## src/rtl/accel_avg_bcd.sv

```systemverilog
// Block averager for 12-bit accelerometer samples with a sequential binary-to-BCD
// converter that formats the result for a seven-segment display word.
module accel_avg_bcd #(
  parameter int AVG_LOG2 = 3
) (
  input  logic        i_clk_100MHZ,
  input  logic        i_rst,
  input  logic [11:0] i_sample,
  input  logic        i_sample_valid,
  output logic [31:0] o_display_word,
  output logic        o_done,
  output logic        o_busy,
  output logic        o_overrun
);

  localparam int SUM_W = 12 + AVG_LOG2;
  localparam int CNT_W = AVG_LOG2 + 1;
  localparam logic [CNT_W-1:0] LAST_CNT = CNT_W'((1 << AVG_LOG2) - 1);

  typedef enum logic [1:0] {IDLE, LOAD, SHIFT} state_t;

  state_t                   state, state_next;
  logic signed [SUM_W-1:0]  sum, sum_next;
  logic [CNT_W-1:0]         count;
  logic                     block_done;
  logic [11:0]              avg;
  logic [11:0]              avg_reg;
  logic [11:0]              mag;
  logic                     neg;
  logic [15:0]              bcd;
  logic [15:0]              bcd_adj;
  logic [15:0]              bcd_shifted;
  logic [3:0]               bit_cnt;

  // The average is taken from the sum including the completing sample.
  always_comb begin
    sum_next   = sum + {{AVG_LOG2{i_sample[11]}}, i_sample};
    avg        = 12'(sum_next >>> AVG_LOG2);
    block_done = i_sample_valid && (count == LAST_CNT);
  end

  always_ff @(posedge i_clk_100MHZ) begin
    if (i_rst) begin
      sum   <= '0;
      count <= '0;
    end else if (i_sample_valid) begin
      if (block_done) begin
        sum   <= '0;
        count <= '0;
      end else begin
        sum   <= sum_next;
        count <= count + CNT_W'(1);
      end
    end
  end

  always_ff @(posedge i_clk_100MHZ) begin
    if (i_rst) state <= IDLE;
    else       state <= state_next;
  end

  always_comb begin
    state_next = state;
    case (state)
      IDLE:    if (block_done) state_next = LOAD;
      LOAD:    state_next = SHIFT;
      SHIFT:   if (bit_cnt == 4'd11) state_next = IDLE;
      default: state_next = IDLE;
    endcase
  end

  // Double-dabble correction: nibbles of 5 or more get +3 before the shift.
  always_comb begin
    bcd_adj = bcd;
    for (int i = 0; i < 4; i++) begin
      if (bcd[4*i +: 4] >= 4'd5) bcd_adj[4*i +: 4] = bcd[4*i +: 4] + 4'd3;
    end
    bcd_shifted = {bcd_adj[14:0], mag[11]};
  end

  always_ff @(posedge i_clk_100MHZ) begin
    if (i_rst) begin
      avg_reg        <= '0;
      mag            <= '0;
      neg            <= 1'b0;
      bcd            <= '0;
      bit_cnt        <= '0;
      o_display_word <= '0;
      o_done         <= 1'b0;
      o_overrun      <= 1'b0;
    end else begin
      o_done    <= 1'b0;
      o_overrun <= block_done && (state != IDLE);
      case (state)
        IDLE: begin
          if (block_done) avg_reg <= avg;
        end
        LOAD: begin
          neg     <= avg_reg[11];
          mag     <= avg_reg[11] ? (~avg_reg + 12'd1) : avg_reg;
          bcd     <= '0;
          bit_cnt <= '0;
        end
        SHIFT: begin
          bcd     <= bcd_shifted;
          mag     <= {mag[10:0], 1'b0};
          bit_cnt <= bit_cnt + 4'd1;
          if (bit_cnt == 4'd11) begin
            o_display_word <= {(neg ? 4'hF : 4'h0), avg_reg, bcd_shifted};
            o_done         <= 1'b1;
          end
        end
        default: ;
      endcase
    end
  end

  assign o_busy = (state != IDLE);

endmodule

```

## config.mk

```make
export PLATFORM = sky130hd
export DESIGN_NAME = accel_avg_bcd
export DESIGN_NICKNAME = d
export VERILOG_FILES = /design/src/rtl/accel_avg_bcd.sv
export SDC_FILE = /design/constraint.sdc
export NUM_CORES = 1
export LEC_CHECK = 0
export CAP_MARGIN = 20
export CORE_ASPECT_RATIO = 0.9
export CORE_MARGIN = 5
export CORE_UTILIZATION = 63
export CTS_BUF_LIST = sky130_fd_sc_hd__clkbuf_4 sky130_fd_sc_hd__clkbuf_8
export CTS_CLUSTER_DIAMETER = 50
export CTS_CLUSTER_SIZE = 8
export DETAILED_ROUTE_END_ITERATION = 10
export PLACE_DENSITY = 0.87
export SYNTH_ARGS = -nofsm -noshare
export SYNTH_HDL_FRONTEND = slang
export SYNTH_SLANG_ARGS = --single-unit
export TNS_END_PERCENT = 50
```

## constraint.sdc

```tcl
create_clock -name i_clk_100MHZ -period 3.3 [get_ports i_clk_100MHZ]
set_input_delay 0.33 -clock i_clk_100MHZ [delete_from_list [all_inputs] [get_ports i_clk_100MHZ]]
set_output_delay 0.33 -clock i_clk_100MHZ [all_outputs]
set_load 0.02 [all_outputs]
```

==> results.yml <==
pwr:
  p_per_area_nw_per_um2: 419
  switching_share_pct: 26.1
  seq_power_share_pct: 50.8
  p_clk_share_pct: 36.0
  ir_drop_mv: 0.328
  p_switching_mw: 0.625
  intPower_mw: 1.77
  total_leakage_power_nw: 2.15
  combinationalPowerShare_pct: 13.2
finish:
  n_fill_cell: 622
  top_register: "o_display_word"
  final_nets: 682
  area.growth.synth_to_final_pct: 13.4
  n_antenna_cell: 0
  drive_above_1_share_pct: 5.76
  largest_reg_flops: 29
  design_area_um2: 5710
  utilization_pct: 72.2
  top_regs: "o_display_word (29), bcd (16), sum (15)"
detailed_routing:
  drt_wl_total_mm: 11.2
  num_vias: 4385
  drtPass1Iterations: 7
  antenna_left: 0
  drcViolationCount: 0
  viasPerCell: 5.92
  routedWlPerCell_um: 15.1
  drtIter0Drc: 190
clock_network:
  cts_sinks: 97
  cts_tree: "done"
  htreeDepth: 3
  clock_latency_ns: 0.36
  clkTransAtPathRegs_ns: 0.10
  numCtsBuffers: 9
  hold_buffers: 0
  cts_buffer_depth: 2
  post_cts_buffers: 0
  post_cts_resized: 0
  cts_root_buf: "clkbuf_8"
sta:
  slew_violations: 0
  finClkSkew_ns: 0.0167
  period_needed_ns: 2.45
  tightest_slew_ns: 0.658
  layout_setup_ws_ns: 0.845
  setup_viol: 0
  fin_tns_setup_ns: 0
  fmax_ghz: 0.407
  min_period_over_period_pct: 74.4
  hold_viol_final: 0
  rsz0062_at_grt: "no"
  max-slew-margin-rel_pct: 56.0
die:
  die-height_um: 94.8
  row_count: 31
  coreArea_um2: 7910
  ioPinCount: 50
  initial_utilization_pct: 63.6
  dieArea_um2: 9880
  die_w_um: 104
placed_design:
  hpwl_mm: 7.91
  dpl_cell_area_um2: 5490
  gp_congestion: 0.875
  post-place-ws_ns: 0.494
  port_buffers: 49
critical_path:
  path_max_fanout: 4
  critPathLaunchType: "primary input"
  endpoint_kind: "flip-flop"
  crit_type: "primary input to flip-flop"
  crit_required_ns: 3.61
  cp.arrival_ns: 2.77
yosys:
  yosys.area.top_type: "dfxtp_1"
  synth_edf_count: 0
  synth-async-reset-ratio_pct: 0
  syn_inst: 606
  synth_seq_area_share_pct: 38.6
  ys_warn_count: 0
  synth_area_leaders: "dfxtp_1 (39%), nand2_1 (7.4%), ha_1 (7.2%), a21oi_1 (6.6%), nor2_1 (4.5%)"
  synth_flop_cell: "dfxtp_1"
  syn_nets: 651
  netlist_top_cells_count: "nand2_1 (99), dfxtp_1 (97), a21oi_1 (66)"
  synth_top_area_share_pct: 38.6
  ys_types: 57
  yosysMostFrequentCell: "nand2_1"
  synth-seq-cells: 97
  synth.avg_cell_area_um2: 8.31
  syn_area_um2: 5030
global_route:
  grt_start_max_net_pins: 38
  antenna_found_initial: 0
  grt_pass1_wl_mm: 19.4
  grtUsageTotal_pct: 23.3
  grt_pass1_vias: 4280
  overflow: 0
min_path:
  hp-class: "primary input to flip-flop"
flow_run:
  maxCapViolCount: 0
run_status:
  status: "complete, no violations"
-- worst paths after layout --
path,start,to,slack [ns],cells after the start
worst max register to register,sum[0],avg_reg[9],0.93,9
worst min-delay path,i_rst,count[1],0.40,2
worst min register to register,o_display_word[1],o_display_word[1],0.46,2
worst max-delay path,i_sample[0],avg_reg[9],0.85,10
-- stage by stage --
step	hold slack, ns	total power [mW]	cells
2_1_floorplan	0.429	1.48	606
3_3_place_gp	0.441	1.54	725
4_1_cts	0.383	2.40	741
3_5_place_dp	0.449	1.55	725
5_1_grt	0.407	2.49	741
6_report	0.404	2.39	741
-- power by group through the flow --
| stage | sequential (mW) | clock (mW) | combinational (mW) |
|---|---|---|---|
| finish | 1.21 | 0.861 | 0.316 |
| global route | 1.22 | 0.918 | 0.351 |
| CTS | 1.21 | 0.869 | 0.312 |
| detailed placement | 1.24 | 0 | 0.311 |
| global placement | 1.24 | 0 | 0.300 |
| floorplan | 1.24 | 0 | 0.243 |
-- cell usage in the layout, fill, tap and decap left out, drive strengths merged, types with 2 or more instances in the layout --
cell type,n
a211oi,4
a21o,5
a21oi,66
a22oi,7
a2bb2oi,7
a311oi,3
a31oi,2
a32oi,5
and2,2
and3,5
buf,8
bufinv,2
clkbuf,10
clkdlybuf4s50,48
clkinv,3
dfxtp,97
ha,29
inv,19
mux2i,18
nand2,99
nand2b,11
nand3,15
nand4,3
nand4b,2
nor2,60
nor2b,7
nor3,7
nor3b,5
nor4,2
o21a,2
o21ai,33
o31a,2
o31ai,8
o41ai,3
or3,2
or4,4
xnor2,10
xor2,15
-- worst max-delay path, cell delays in order --
cell,delay [ns]
clkdlybuf4s50_1,0.46
ha_1,0.17
inv_1,0.06
fa_1,0.39
and2b_1,0.24
o31a_4,0.16
o31ai_4,0.08
o311a_4,0.40
or4_1,0.40
nand3_1,0.08
-- final cells by class --
type / instances / area (µm²) / share of cell area [%]
Timing Repair Buffer: 56 / 538 / 9.42
Tap cell: 99 / 124 / 2.17
Clock buffer: 10 / 131 / 2.30
Inverter: 19 / 71.3 / 1.25
Multi-Input combinational cell: 454 / 2810 / 49.3
Clock inverter: 6 / 90.1 / 1.58
Sequential cell: 97 / 1940 / 34.0
-- per-layer routing --
layer | vias up | global-route usage (%) | wire length [µm]
met3 | 23 | 4.99 | 492
met1 | 2097 | 29.3 | 4970
met4 | 0 | 8.74 | 198
met5 | - | 0 | 0
li1 | 2158 | - | -
met2 | 107 | 39.7 | 5560
-- logic make-up after synthesis --
family	Yosys count	share of synthesized area, %
buffers and inverters	55	5.62
AO/OA/AOI/OAI	153	19.8
XOR/XNOR	25	4.35
AND/OR/NAND/NOR	228	20.5
flip-flops	97	38.6
multiplexers	18	3.58
adder cells (fa/ha/maj)	30	7.60
Note: power is estimated with default switching activity, not from simulation.
==> variant, RTL diff (same settings) <==
Register the output `o_display_word` once more, with the module's reset; this adds one clock of latency there. The other outputs are not delayed to match.
--- a/src/rtl/accel_avg_bcd.sv
+++ b/src/rtl/accel_avg_bcd.sv
@@ -18,6 +18,8 @@
   localparam logic [CNT_W-1:0] LAST_CNT = CNT_W'((1 << AVG_LOG2) - 1);
 
   typedef enum logic [1:0] {IDLE, LOAD, SHIFT} state_t;
+
+  logic [31:0] o_display_word_s0;
 
   state_t                   state, state_next;
   logic signed [SUM_W-1:0]  sum, sum_next;
@@ -85,7 +87,7 @@
       neg            <= 1'b0;
       bcd            <= '0;
       bit_cnt        <= '0;
-      o_display_word <= '0;
+      o_display_word_s0 <= '0;
       o_done         <= 1'b0;
       o_overrun      <= 1'b0;
     end else begin
@@ -106,7 +108,7 @@
           mag     <= {mag[10:0], 1'b0};
           bit_cnt <= bit_cnt + 4'd1;
           if (bit_cnt == 4'd11) begin
-            o_display_word <= {(neg ? 4'hF : 4'h0), avg_reg, bcd_shifted};
+            o_display_word_s0 <= {(neg ? 4'hF : 4'h0), avg_reg, bcd_shifted};
             o_done         <= 1'b1;
           end
         end
@@ -117,5 +119,13 @@
 
   assign o_busy = (state != IDLE);
 
+  always_ff @(posedge i_clk_100MHZ) begin
+    if (i_rst) begin
+      o_display_word <= '0;
+    end else begin
+      o_display_word <= o_display_word_s0;
+    end
+  end
+
 endmodule
 
Behaviour: no difference found for any inputs over 10 cycles, from zero or initial values and one cycle with i_rst high; that may be too few to reach the edited logic, so the function may still have changed.
==> variant against the original RTL <==
Cell area is 17% higher. Synthesized cell count is 7.1% higher. Total power is 39% higher. Combinational power is 4% higher. First-iteration DRC count is 72% higher. Area after synthesis is 14% higher. Fmax is 5.2% higher. Sequential cell count is 29 higher. Register-to-register slack better by 0.08 ns. Clock skew is 0.0039 ns lower. Hold slack better by 0.048 ns. Worst setup slack better by 0.12 ns. Routed wire length is 16% higher. Critical path type unchanged.
==> variant: results (changes against the original RTL) <==
* Syn nets at 694 (+6.6%)
* Crit path DAT at 2.67 ns (-0.10 ns)
* Yosys warnings at 0 (unchanged)
* Max_slew headroom at 0.356 (-0.204)
* First-pass iteration count of the detailed router at 5 (-2)
* Fill count at 666 (+7.1%)
* Initial DRC count at 326 (+72%)
* Sw Ratio at 0.231 (-0.0309)
* IO buf count at 49 (unchanged)
* Routed wire length at 13000 um (+16%)
* H-tree levels at 4 (+1)
* Initial antenna violation count at 0 (unchanged)
* Placer Congestion at 0.893 (+2.0%)
* Seq/Total Area, Yosys at 0.438 (+0.0523)
* Number of nets in the finished design at 735 (+7.8%)
* Clock Pin Slew Worst Setup and Hold Paths at 0.08 ns (-0.02 ns)
* Clock Latency Late Sink at 0.43 ns (+0.07 ns)
* Status: complete, no violations
* CTS buffer count at 17 (+8)
* HPWL Detailed at 9040 um (+14%)
* VDD IR max at 379 uV (+16%)
* Clock skew at 0.0128 ns (-0.00393 ns)
* Top fanout value on the critical path at 5 (+1)
* Dpl ws at 0.542 ns (+0.0478 ns)
* Distinct cells, synth at 68 (+19%)
* Overall routing resource usage at 0.241 (+0.00777)
* LEAKAGE at 2.49 nW (+16%)
* CP delay by family, top: compound AO/OA/AOI/OAI gates
* Layout cells sized above 1 at 0.0811 (+0.0234)
* WL met2 at 6780 um (+22%)
* Hold WC Path Type: reg2reg
* Vias in the first global route at 4713 (+10%)
* Regs by FF count: o_display_word x29, o_display_word_s0 x29, bcd x16
* Largest net degree at the start of global routing at 102 (+170%)
* Top cells by count, synth: dfxtp_1, nand2_1, a21oi_1, nor2_1, nor2b_1
* Routed vias at 4774 (+8.9%)
* M1 wire length at 5460 um (+9.9%)
* First-pass GRT wire length at 22000 um (+14%)
* Synth area leaders: dfxtp_1, ha_1, nand2_1
## variant: worst register-to-register path, stage by stage (launching register included)
cell	delay (ns)
dfxtp_1	0.33
ha_1	0.19
inv_1	0.06
fa_1	0.39
nand2b_1	0.19
a21oi_1	0.35
or2_1	0.21
a221oi_2	0.08
xor2_1	0.17
o31ai_1	0.24
## variant: area by class of cell
type | instances | area, um^2 | share of cell area
multi-input combinational | 470 | 2980 | 0.445
sequential | 126 | 2520 | 0.377
timing repair buffer | 55 | 533 | 0.0796
clock buffer | 26 | 327 | 0.0488
tap | 122 | 153 | 0.0228
clock inverter | 6 | 105 | 0.0157
inverter | 20 | 75.1 | 0.0112
## variant: cells by family (layout without fill, tap and decap cells)
group / count (synthesis) / count (layout) / synth area share
simple gates: 246 / 246 / 0.214
compound gates: 154 / 154 / 0.172
flops: 126 / 126 / 0.438
buf+inv: 53 / 107 / 0.0443
fa+ha+maj: 30 / 30 / 0.0665
xor+xnor: 25 / 25 / 0.0380
mux: 15 / 15 / 0.0272
## variant: layer usage
metal	global-route usage	vias up
met1	0.268	2311
li1	-	2325
met4	0.100	0
met2	0.444	116
met5	0	-
met3	0.0594	22
## variant: power groups by stage
stage | clock (mW) | combinational, mW | sequential (mW)
4_1_cts | 1.44 | 0.324 | 1.56
5_1_grt | 1.52 | 0.357 | 1.57
6_report | 1.42 | 0.328 | 1.56
3_3_place_gp | 0 | 0.309 | 1.60
3_5_place_dp | 0 | 0.321 | 1.60
2_1_floorplan | 0 | 0.252 | 1.59
## variant: metrics by stage
step	std cells	utilization	cell area (um^2)	power (mW)	hold WS [ns]
after global routing	825	0.744	6700	3.45	0.478
final	825	0.744	6700	3.32	0.452
after detailed placement	793	0.696	6260	1.92	0.444
after floorplan	649	-	5760	1.84	0.429
after CTS	825	0.744	6700	3.33	0.454
after global placement	793	0.696	6260	1.91	0.440
## variant: path summary, 6_finish.rpt
| path | slack (ns) | to | from |
|---|---|---|---|
| max | 0.97 | sum[8] | i_sample[0] |
| min | 0.45 | o_display_word_s0[1] | o_display_word_s0[1] |
| max reg2reg | 1.01 | sum[8] | sum[0] |
| min reg2reg | 0.45 | o_display_word_s0[1] | o_display_word_s0[1] |
